### src/rtl/mux4_scan_ctrl_pkg.sv
// Shared types and constants for the 4:1 mux scan controller.
package mux4_scan_ctrl_pkg;

  localparam int unsigned MUX_W  = 4;
  localparam int unsigned SEL_W  = 2;
  localparam int unsigned WCNT_W = 8;
  localparam int unsigned HOLD_MAX = 16;

  typedef enum logic [0:0] {
    ST_IDLE = 1'b0,
    ST_SCAN = 1'b1
  } state_e;

  // Bit a correctly wired mux should present for a given select.
  function automatic logic sel_bit(input logic [MUX_W-1:0] word,
                                   input logic [SEL_W-1:0] sel);
    return word[sel];
  endfunction

endpackage

### src/rtl/mux4_hold_timer.sv
// Hold counter: counts HOLD cycles while enabled and flags the last one.
module mux4_hold_timer #(
  parameter int unsigned HOLD = 1
) (
  input  logic clk,
  input  logic rst_n,
  input  logic clr,
  input  logic en,
  output logic tc_c
);

  localparam int unsigned CNT_W = (HOLD > 1) ? $clog2(HOLD) : 1;

  logic [CNT_W-1:0] cnt;

  assign tc_c = en && (cnt == CNT_W'(HOLD - 1));

  always_ff @(posedge clk or negedge rst_n) begin
    if (!rst_n) begin
      cnt <= '0;
    end else if (clr) begin
      cnt <= '0;
    end else if (en) begin
      if (tc_c) cnt <= '0;
      else      cnt <= cnt + CNT_W'(1);
    end
  end

endmodule

### src/rtl/mux4_scan_ctrl.sv
// Scans a 4-bit word through an external 4:1 mux one select at a time,
// serialises the mux output and flags any bit that disagrees with the word.
module mux4_scan_ctrl
  import mux4_scan_ctrl_pkg::*;
#(
  parameter int unsigned HOLD = 1
) (
  input  logic              clk,
  input  logic              rst_n,
  input  logic [MUX_W-1:0]  in_data,
  input  logic              in_valid,
  output logic              in_ready,
  output logic [MUX_W-1:0]  mux_i,
  output logic [SEL_W-1:0]  mux_s,
  input  logic              mux_y,
  output logic              ser_bit,
  output logic              ser_valid,
  output logic              ser_last,
  output logic              err,
  input  logic              err_clr,
  output logic [WCNT_W-1:0] word_cnt
);

  if (HOLD == 0 || HOLD > HOLD_MAX) begin : g_hold_chk
    $error("mux4_scan_ctrl: HOLD must be within 1..16");
  end

  state_e state_q, state_d;

  logic              take;
  logic              tc_c;
  logic              last_sel;
  logic              mismatch;
  logic [MUX_W-1:0]  mux_i_d;
  logic [SEL_W-1:0]  mux_s_d;
  logic              ser_bit_d;
  logic              ser_valid_d;
  logic              ser_last_d;
  logic              err_d;
  logic [WCNT_W-1:0] word_cnt_d;

  assign in_ready = (state_q == ST_IDLE);
  assign take     = in_valid && in_ready;
  assign last_sel = (mux_s == SEL_W'(MUX_W - 1));

  mux4_hold_timer #(.HOLD(HOLD)) u_timer (
    .clk   (clk),
    .rst_n (rst_n),
    .clr   (take),
    .en    (state_q == ST_SCAN),
    .tc_c  (tc_c)
  );

  always_ff @(posedge clk or negedge rst_n) begin
    if (!rst_n) state_q <= ST_IDLE;
    else        state_q <= state_d;
  end

  always_comb begin
    state_d = state_q;
    unique case (state_q)
      ST_IDLE: if (take)            state_d = ST_SCAN;
      ST_SCAN: if (tc_c && last_sel) state_d = ST_IDLE;
      default:                      state_d = ST_IDLE;
    endcase
  end

  // Datapath next values: load on transfer, sample/advance on terminal count.
  always_comb begin
    mux_i_d     = mux_i;
    mux_s_d     = mux_s;
    ser_bit_d   = ser_bit;
    ser_valid_d = 1'b0;
    ser_last_d  = 1'b0;
    word_cnt_d  = word_cnt;
    mismatch    = 1'b0;
    if (take) begin
      mux_i_d = in_data;
      mux_s_d = '0;
    end
    if (state_q == ST_SCAN && tc_c) begin
      ser_bit_d   = mux_y;
      ser_valid_d = 1'b1;
      mux_s_d     = mux_s + SEL_W'(1);
      mismatch    = (mux_y != sel_bit(mux_i, mux_s));
      if (last_sel) begin
        ser_last_d = 1'b1;
        word_cnt_d = word_cnt + WCNT_W'(1);
      end
    end
    // A fresh mismatch outranks a clear request.
    if (mismatch)     err_d = 1'b1;
    else if (err_clr) err_d = 1'b0;
    else              err_d = err;
  end

  always_ff @(posedge clk or negedge rst_n) begin
    if (!rst_n) begin
      mux_i     <= '0;
      mux_s     <= '0;
      ser_bit   <= 1'b0;
      ser_valid <= 1'b0;
      ser_last  <= 1'b0;
      err       <= 1'b0;
      word_cnt  <= '0;
    end else begin
      mux_i     <= mux_i_d;
      mux_s     <= mux_s_d;
      ser_bit   <= ser_bit_d;
      ser_valid <= ser_valid_d;
      ser_last  <= ser_last_d;
      err       <= err_d;
      word_cnt  <= word_cnt_d;
    end
  end

endmodule

### config.mk
export PLATFORM = sky130hd
export DESIGN_NAME = mux4_scan_ctrl
export DESIGN_NICKNAME = d
export VERILOG_FILES = /design/src/rtl/mux4_scan_ctrl_pkg.sv /design/src/rtl/mux4_hold_timer.sv /design/src/rtl/mux4_scan_ctrl.sv
export SDC_FILE = /design/constraint.sdc
export NUM_CORES = 1
export LEC_CHECK = 0
export CAP_MARGIN = 20
export CORE_MARGIN = 5
export CORE_UTILIZATION = 39
export CTS_CLUSTER_SIZE = 8
export DETAILED_ROUTE_END_ITERATION = 16
export PLACE_DENSITY = 0.7
export SETUP_SLACK_MARGIN = 0.5
export SYNTH_ARGS = -nofsm -noshare
export SYNTH_HDL_FRONTEND = slang
export SYNTH_SLANG_ARGS = --single-unit
### constraint.sdc
create_clock -name clk -period 1.85 [get_ports clk]
set_clock_uncertainty 0.15 [all_clocks]
set_input_delay 0.37 -clock clk [delete_from_list [all_inputs] [get_ports clk]]
set_output_delay 0.37 -clock clk [all_outputs]
set_load 0.05 [all_outputs]
==> flow_summary.toml, run 1 <==
[outcome]
run_status = "finished clean"

[placed_design]
gp_congestion = 0.764
placed_cell_area_um2 = 1180
preCtsSetupSlack_ps = -8.00
hpwlAfterDp_mm = 1.34
port_buffers = 27
dp.cells = 121

[floorplan]
dieHeight_um = 56.4
ios = 28
coreArea_um2 = 2000
initial_core_util = 0.420
die_x_um = 56.4
die-area_um2 = 3180
row_count = 16

[timing]
timing.final.ws_setup_ps = 351
tightest_slew_ps = 262
hold_slack_ps = 242
drv_slew = 0
relSlewSlack = 0.825
min_period_over_period = 0.810
rsz0062_at_grt = "true"
setup_viol = 0
hold_violations = 0
timing.fmax_ghz = 0.667
post-route-min-period_ps = 1500

[route]
routed_wl_mm = 2.28
wl_met2_mm = 1.22
met1_length_um = 954
wl_met3_um = 73
drt-initial-drc-count = 14
wl_per_cell_um = 15.5
drc_errors = 0
antenna_left = 0
drt_pass1_iterations = 4
via_per_inst = 4.71
num_vias = 693
topRoutingLayerUsed = "met4"

[global_routing]
antenna_found_initial = 0
grt-ovfl-total = 0
grt_max_degree = 21
grt_pass1_wl_mm = 3.56
track_usage = 0.142
grt_pass1_vias = 740

[critical_path]
cp-endpoint = "err$_DFFE_PN0P_"
crit_fanout = 5
r2r_slack_ps = 350
required_ps = 1940
critPathMaxStageDelay_ps = 550
reg2reg_depth = 3
r2r-end = "err$_DFFE_PN0P_"
start_kind = "flop"
path_class = "reg -> reg"
crit_path_top_delay_cell = "mux4_2"
endpoint_kind = "flop"
arrival_ps = 1590
crit_start = "mux_s[0]$_DFFE_PN0P_"
crit_chain = "mux4_2, xnor2_2, o22ai_1"
rr_startpoint = "mux_s[0]$_DFFE_PN0P_"

[clocking]
root_buffer = "clkbuf_4"
htreeDepth = 1
cts_made_buffers = 3
clk_path_buf_depth = 2
clock-sinks = 20
clk_latency_ps = 310
path_clk_slew_ps = 120
cts_tree = "done"

[synthesis]
ys_types = 20
synth_area_um2 = 841
yosys-top-cells-count = "20 x dfrtp_1, 7 x nand2_1, 5 x mux2_2, 5 x xnor2_1"
seq_area_frac_synth = 0.595
synth-async-reset-ratio = 1.00
synthCells = 66
yosysMostFrequentCell = "dfrtp_1"
ys.flop_type = "dfrtp_1"
yosysTopAreaCell = "dfrtp_1"
ys_top_cells_by_area = "dfrtp_1 60%, mux2_2 6.7%, xnor2_1 5.2%"
synth-warning-count = 0
syn-num-nets = 77
synth_edf_count = 0
syn-mean-instance-area_um2 = 12.7
synth_top_area_share = 0.595
synth-seq-cells = 20

[layout]
design_area_um2 = 1540
fin_cells = 147
antennaDiodeCount = 0
finish.utilization = 0.767
fin_nets = 132
syn2layout_area_growth_pct = 82.6
drive_above_1_share = 0.592

[hold_path]
hold_path.class = "in -> async"

[power]
clockPowerShare = 0.076
ir_worst_vdd_mv = 1.35
seqPwrFrac = 0.273
powerDensity_nw_per_um2 = 1870
combPwrFrac = 0.651
swShare = 0.448
p_switching_mw = 1.29
internal_power_mw = 1.59
p_leak_nw = 0.757

[flow_run]
maxCapViolations = 0
==> power by group through the flow <==
stage | combinational [mW] | sequential [mW] | clock [mW]
after global placement | 1.33 | 0.795 | 0
after floorplan | 0.342 | 1.26 | 0
after global routing | 1.97 | 0.805 | 0.248
after detailed placement | 1.35 | 0.802 | 0
final | 1.87 | 0.783 | 0.219
after CTS | 1.70 | 0.768 | 0.225
==> registers in the layout (all words and copies together), names as in the netlist <==
register and flops:
ser_bit 1, mux_i 4, mux_s 2, ser_valid 1
word_cnt 8, state_q 1, u_timer.cnt 1, err 1
ser_last 1
==> cells by family after synthesis <==
kind of cell | share of synthesized area
and+or+nand+nor | 0.138
DFF | 0.595
xor gates and xnor gates | 0.0937
muxes | 0.106
buffers and inverters | 0.0179
AOI/OAI and AO/OA | 0.0194
adders and majority gates | 0.0298
==> placed cells by master (no fill, tap or decap), types with 2 or more instances in the layout <==
cell and n:
xnor2_1 4, inv_1 2, clkdlybuf4s50_1 7, nand4_1 3
buf_12 6, o21ai_0 2, dfrtp_2 7, nand2_2 2
buf_4 20, nand2_1 5, buf_6 16, nor3_4 2
nor2_1 2, dfrtp_1 13, mux2_4 4, xor2_1 4
clkbuf_4 3
==> worst min-delay path by stage <==
stage	startpoint	end	slack [ps]
2_1_floorplan	rst_n	err$_DFFE_PN0P_	-80
3_3_place_gp	word_cnt[7]$_DFFE_PN0P_	word_cnt[7]$_DFFE_PN0P_	310
3_5_place_dp	word_cnt[7]$_DFFE_PN0P_	word_cnt[7]$_DFFE_PN0P_	310
4_1_cts	rst_n	err$_DFFE_PN0P_	250
5_1_grt	rst_n	err$_DFFE_PN0P_	270
6_report	rst_n	err$_DFFE_PN0P_	240
==> metal layers <==
metal,GRT usage,vias up
li1,-,329
met5,0,-
met1,0.183,346
met4,0.0610,0
met2,0.236,16
met3,0.0206,2
==> final cells by class <==
| class | instances | area (um2) |
|---|---|---|
| Fill cell | 122 | 467 |
| Timing Repair Buffer | 50 | 533 |
| Tap cell | 27 | 33.8 |
| Multi-Input combinational cell | 42 | 415 |
| Sequential cell | 20 | 509 |
| Inverter | 4 | 17.5 |
| Clock buffer | 4 | 26.3 |
==> critical path, delay by kind of cell, from the launching register on <==
kind            cells  cell delay [ps]
mux                 1              550
flops               1              480
compound gates      1              110
xor+xnor            1              140
==> metrics by stage <==
step                      power, mW  setup TNS (ps)
after CTS                      2.69               0
after detailed placement       2.15           -9.59
after floorplan                1.60               0
after global placement         2.13               0
final                          2.87               0
after global routing           3.02               0
==> timing repair <==
| item | in CTS | in global routing |
|---|---|---|
| gates resized for setup | 29 | 15 |
| pin swaps | 0 | 11 |
| hold buffers | 0 | 0 |
| endpoints found under the setup margin | 30 | 32 |
| setup buffers | 14 | 8 |
No activity file was read; power rests on OpenSTA's default activity.
==> inputs of run 2 (changes only) <==
--- a/config.mk
+++ b/config.mk
@@ -10,7 +10,7 @@
 export CORE_UTILIZATION = 39
 export CTS_CLUSTER_SIZE = 8
 export DETAILED_ROUTE_END_ITERATION = 16
-export PLACE_DENSITY = 0.7
+export PLACE_DENSITY = 0.73
 export SETUP_SLACK_MARGIN = 0.5
 export SYNTH_ARGS = -nofsm -noshare
 export SYNTH_HDL_FRONTEND = slang
==> constraint.sdc (replaced) <==
create_clock -name clk -period 1.3 [get_ports clk]
set_clock_uncertainty 0.15 [all_clocks]
set_input_delay 0.26 -clock clk [delete_from_list [all_inputs] [get_ports clk]]
set_output_delay 0.26 -clock clk [all_outputs]
set_load 0.05 [all_outputs]
==> run 2 against run 1 <==
The run now ends with negative setup slack left. Core utilization is 13 points higher. Non-clock buffer count is 10 higher. Worst setup slack worse by 530 ps. Hold slack worse by 100 ps. Count of clock-buffer cells in the layout is 1 lower. Largest power group unchanged.
==> flow_summary.toml, run 2 (synthesis results as in run 1) <==
[outcome]
run_status = "complete, but fails checks"
violations = "negative setup slack"

[power]
internal_power_mw = 2.87
combPwrFrac = 0.706
p_leak_nw = 0.849
seqPwrFrac = 0.234
ir_worst_vdd_mv = 2.23
p_total_mw = 4.95
swShare = 0.419
powerDensity_nw_per_um2 = 2750
p_switching_mw = 2.07
clockPowerShare = 0.060

[critical_path]
endpoint_kind = "flop"
path_class = "reg -> reg"
start_kind = "flop"
crit_chain = "ha_2, nand3b_4, buf_12, nor3_4, xor2_1"
required_ps = 1370
critPathMaxStageDelay_ps = 420
crit_buf_inv = 1
critical-path-top-delay-family = "flip-flops"
crit_path_top_delay_cell = "dfrtp_2"
arrival_ps = 1550
crit_fanout = 3

[route]
topRoutingLayerUsed = "met4"
drc_errors = 0
num_vias = 756
routed_wl_mm = 2.94
met1_length_mm = 1.24
drt_pass1_iterations = 4
wl_met2_mm = 1.61
wl_met3_um = 75
via_per_inst = 4.85
wl_per_cell_um = 18.9
drt-initial-drc-count = 20
antenna_left = 0

[timing]
timing.final.ws_setup_ps = -179
min_period_over_period = 1.14
post-route-min-period_ps = 1480
setup_viol = 27
timing.fmax_ghz = 0.676
hold_violations = 0
relSlewSlack = 0.767
rsz0062_at_grt = "true"
tightest_slew_ps = 348
drv_slew = 0
hold_slack_ps = 137

[layout]
top_regs = "word_cnt x8, mux_i x4, mux_s x2"
regMostFlops = "word_cnt"
fillers = 81
drive_above_1_share = 0.729
syn2layout_area_growth_pct = 114
fin_nets = 142
layout_common_cells = "22 x buf_12, 19 x buf_4, 18 x dfrtp_2"
largest_reg_flops = 8
antennaDiodeCount = 0
final_common_cell = "buf_12"

[floorplan]
dieHeight_um = 56.4
coreArea_um2 = 2000
ios = 28
die_x_um = 56.4
die-area_um2 = 3180
row_count = 16
initial_core_util = 0.420

[clocking]
htreeDepth = 1
root_buffer = "clkbuf_4"
clock-sinks = 20
clk_latency_ps = 300
path_clk_slew_ps = 110
cts_hold_buffers = 0
clk_path_buf_depth = 2
cts_made_buffers = 3
cts_tree = "done"

[placed_design]
hpwlAfterDp_mm = 1.69
gp_congestion = 0.786
port_buffers = 27

[global_routing]
grt_pass1_wl_mm = 4.47
grt_pass1_vias = 840
track_usage = 0.183
grt_max_degree = 21
grt-ovfl-total = 0
antenna_found_initial = 0

[flow_run]
maxCapViolations = 0

[hold_path]
hold_path.class = "in -> async"
-- run 2: cell types whose count changed in the layout (fill, tap and decap cells not counted), sizes merged --
cell,previous run,this run
clkbuf,4,3
dlymetal6s2s,1,0
clkdlybuf4s50,7,8
buf,42,52
-- run 2: power by group through the flow --
stage	clock [mW]	combinational [mW]	sequential (mW)
after global routing	0.339	3.61	1.18
after detailed placement	0	2.67	1.18
after floorplan	0	0.539	1.84
after CTS	0.294	3.13	1.13
final	0.298	3.49	1.16
after global placement	0	2.61	1.16
-- run 2: layer usage --
layer | GRT usage | vias up
met3 | 0.0206 | 2
met4 | 0.0644 | 0
met1 | 0.222 | 380
met5 | 0 | -
li1 | - | 352
met2 | 0.328 | 22
-- run 2: worst reg2reg max path, delay by kind of cell, from the launching register on --
kind	cells	cell delay, ps
fa+ha+maj	1	210
flops	1	420
simple gates	2	300
xor+xnor	1	170
buf+inv	1	150
-- run 2: what timing repair did --
item,CTS,global route
setup buffers,14,7
setup endpoints to repair,39,39
pin swaps,3,6
resized for setup,22,10
cloned,0,0
-- run 2: through the flow --
stage               utilization  setup TNS, ps  worst slack [ps]  cell area, um2  std cells
global placement          0.741          -1230              -239            1480        132
CTS                       0.849          -1760              -161            1700        149
detailed placement        0.741          -1830              -290            1480        132
global route              0.900          -3490              -255            1800        156
finish                    0.900          -2150              -179            1800        156
floorplan                     -          -1580              -275             886         66
-- run 2: final cells by class --
class,instances,area [um2],share of cell area
clock buffers,3,22.5,0.0125
inverters,4,22.5,0.0125
multi-input cells,42,413,0.229
flip-flops and latches,20,523,0.290
well taps,27,33.8,0.0187
repair buffers,60,787,0.437
-- run 2: final timing paths --
kind	from	end	slack, ps	cells past startpoint
max	mux_s[0]$_DFFE_PN0P_	word_cnt[5]$_DFFE_PN0P_	-180	5
min	rst_n	mux_i[3]$_DFFE_PN0P_	140	2
max reg2reg	mux_s[0]$_DFFE_PN0P_	word_cnt[5]$_DFFE_PN0P_	-180	5
min reg2reg	ser_bit$_DFFE_PN0P_	ser_bit$_DFFE_PN0P_	430	1
max in group asynchronous	rst_n	word_cnt[0]$_DFFE_PN0P_	710	2
min in group clk	err_clr	err$_DFFE_PN0P_	410	2
==> inputs of run 3 (changes only) <==
==> constraint.sdc (replaced) <==
create_clock -name clk -period 1.2 [get_ports clk]
set_clock_uncertainty 0.15 [all_clocks]
set_input_delay 0.24 -clock clk [delete_from_list [all_inputs] [get_ports clk]]
set_output_delay 0.24 -clock clk [all_outputs]
set_load 0.05 [all_outputs]
==> run 3 against run 2 <==
Via count up 11%. Largest power group unchanged. Final cell count increased by 4.5%. Sequential power up 4%. Maximum frequency fell by 5.0%. First-iteration DRC count up 50%. Wire length grew 10%. Non-clock buffer count increased by 6. Flip-flop and latch count is the same. The flow still finishes with violations (negative setup slack). Critical path type unchanged. Die area did not move. Register-to-register slack worse by 180 ps. Core utilization grew 1.4 points.
==> flow_summary.toml, run 3 (synthesis results as in run 1) <==
[outcome]
run_status = "complete, but fails checks"
violations = "negative setup slack"

[global_routing]
grt-ovfl-total = 0
antenna_found_initial = 0
grt_pass1_wl_mm = 4.52
track_usage = 0.190
grt_max_degree = 21
grt_pass1_vias = 852

[floorplan]
ios = 28
die_x_um = 56.4
coreArea_um2 = 2000
dieHeight_um = 56.4
row_count = 16
die-area_um2 = 3180
initial_core_util = 0.420

[timing]
post-route-min-period_ps = 1560
timing.fmax_ghz = 0.642
min_period_over_period = 1.30
rsz0062_at_grt = "true"
relSlewSlack = 0.789
drv_slew = 0
hold_slack_ps = 111
tightest_slew_ps = 315
hold_violations = 0
setup_viol = 38
tns_ps = -6190
timing.final.ws_setup_ps = -358

[placed_design]
gp_congestion = 0.785
hpwlAfterDp_mm = 1.68
placed_cell_area_um2 = 1510
port_buffers = 27
preCtsSetupSlack_ps = -351

[route]
num_vias = 837
antenna_left = 0
routed_wl_mm = 3.25
drc_errors = 0
drt-initial-drc-count = 30
wl_per_cell_um = 19.9
via_per_inst = 5.13
drt_pass1_iterations = 4

[critical_path]
required_ps = 1250
r2r-end = "word_cnt[4]$_DFFE_PN0P_"
rr_startpoint = "mux_s[0]$_DFFE_PN0P_"
arrival_ps = 1610
path_class = "reg -> reg"
reg2reg_depth = 5
endpoint_kind = "flop"
start_kind = "flop"
r2r_slack_ps = -360
crit_fanout = 5

[layout]
syn2layout_area_growth_pct = 118
fin_nets = 148
drive_above_1_share = 0.713
antennaDiodeCount = 0
layout_common_cells = "25 x buf_4, 21 x buf_12, 18 x dfrtp_2"
regMostFlops = "word_cnt"
design_area_um2 = 1830
top_regs = "word_cnt x8, mux_i x4, mux_s x2"
final_common_cell = "buf_4"
largest_reg_flops = 8

[power]
ir_worst_vdd_mv = 2.53
p_leak_nw = 0.861
powerDensity_nw_per_um2 = 3000

[clocking]
cts_tree = "done"
clk_path_buf_depth = 2
root_buffer = "clkbuf_4"
htreeDepth = 1
path_clk_slew_ps = 120
clk_latency_ps = 300
clock-sinks = 20
cts_made_buffers = 3

[flow_run]
maxCapViolations = 0

[hold_path]
hold_path.class = "in -> async"
==> run 3: cell count changes in the layout (fill, tap and decap cells not counted), sizes merged <==
cell	before	now
clkbuf	3	4
buf	52	58
==> run 3: worst max-delay path: stages, from the launching register on <==
cell and delay (ps):
dfrtp_2 410, ha_1 200, nand3b_4 160, inv_4 120, nand4_1 150, xnor2_1 270
==> run 3: layout make-up <==
type                       count  area, um2
inverter                       4       20.0
sequential                    20        523
tap                           27       33.8
fill                          65        171
multi-input combinational     42        394
timing repair buffer          66        823
clock buffer                   4       36.3
==> run 3: what timing repair did <==
item / in CTS / in global routing
gates cloned: 0 / 0
endpoints found under the hold margin: 0 / 0
endpoints found under the setup margin: 39 / 39
setup buffers: 12 / 11
pin swaps: 0 / 1
hold buffers: 0 / 0
gates resized for setup: 17 / 10
==> run 3: how the worst max path moves through the flow <==
stage | start | end | slack [ps] | cells after the start
2_1_floorplan | mux_s[0]$_DFFE_PN0P_ | err$_DFFE_PN0P_ | -370 | 3
3_3_place_gp | in_valid | mux_i[2]$_DFFE_PN0P_ | -320 | 3
3_5_place_dp | in_valid | mux_i[1]$_DFFE_PN0P_ | -350 | 3
4_1_cts | mux_s[0]$_DFFE_PN0P_ | err$_DFFE_PN0P_ | -270 | 3
5_1_grt | mux_s[0]$_DFFE_PN0P_ | word_cnt[4]$_DFFE_PN0P_ | -410 | 5
6_report | mux_s[0]$_DFFE_PN0P_ | word_cnt[4]$_DFFE_PN0P_ | -360 | 5
==> run 3: stage by stage <==
step	cells	power, mW	util
5_1_grt	163	5.71	0.914
4_1_cts	152	5.10	0.854
6_report	163	5.49	0.914
3_5_place_dp	136	4.28	0.756
3_3_place_gp	136	4.18	0.756
2_1_floorplan	66	2.58	-
==> run 3: routing by layer <==
| layer | global-route usage | up-vias | wire (um) |
|---|---|---|---|
| met5 | 0 | - | 0 |
| met4 | 0.0847 | 0 | 77 |
| met2 | 0.327 | 34 | 1760 |
| met1 | 0.230 | 425 | 1270 |
| li1 | - | 362 | - |
| met3 | 0.0344 | 16 | 131 |
==> run 3: power breakdown <==
| part | total [mW] | internal (mW) | leakage, nW | switching, mW |
|---|---|---|---|---|
| Clock | 0.393 | 0.185 | 0.0210 | 0.208 |
| Sequential | 1.21 | 0.961 | 0.226 | 0.251 |
| Combinational | 3.89 | 2.07 | 0.614 | 1.81 |
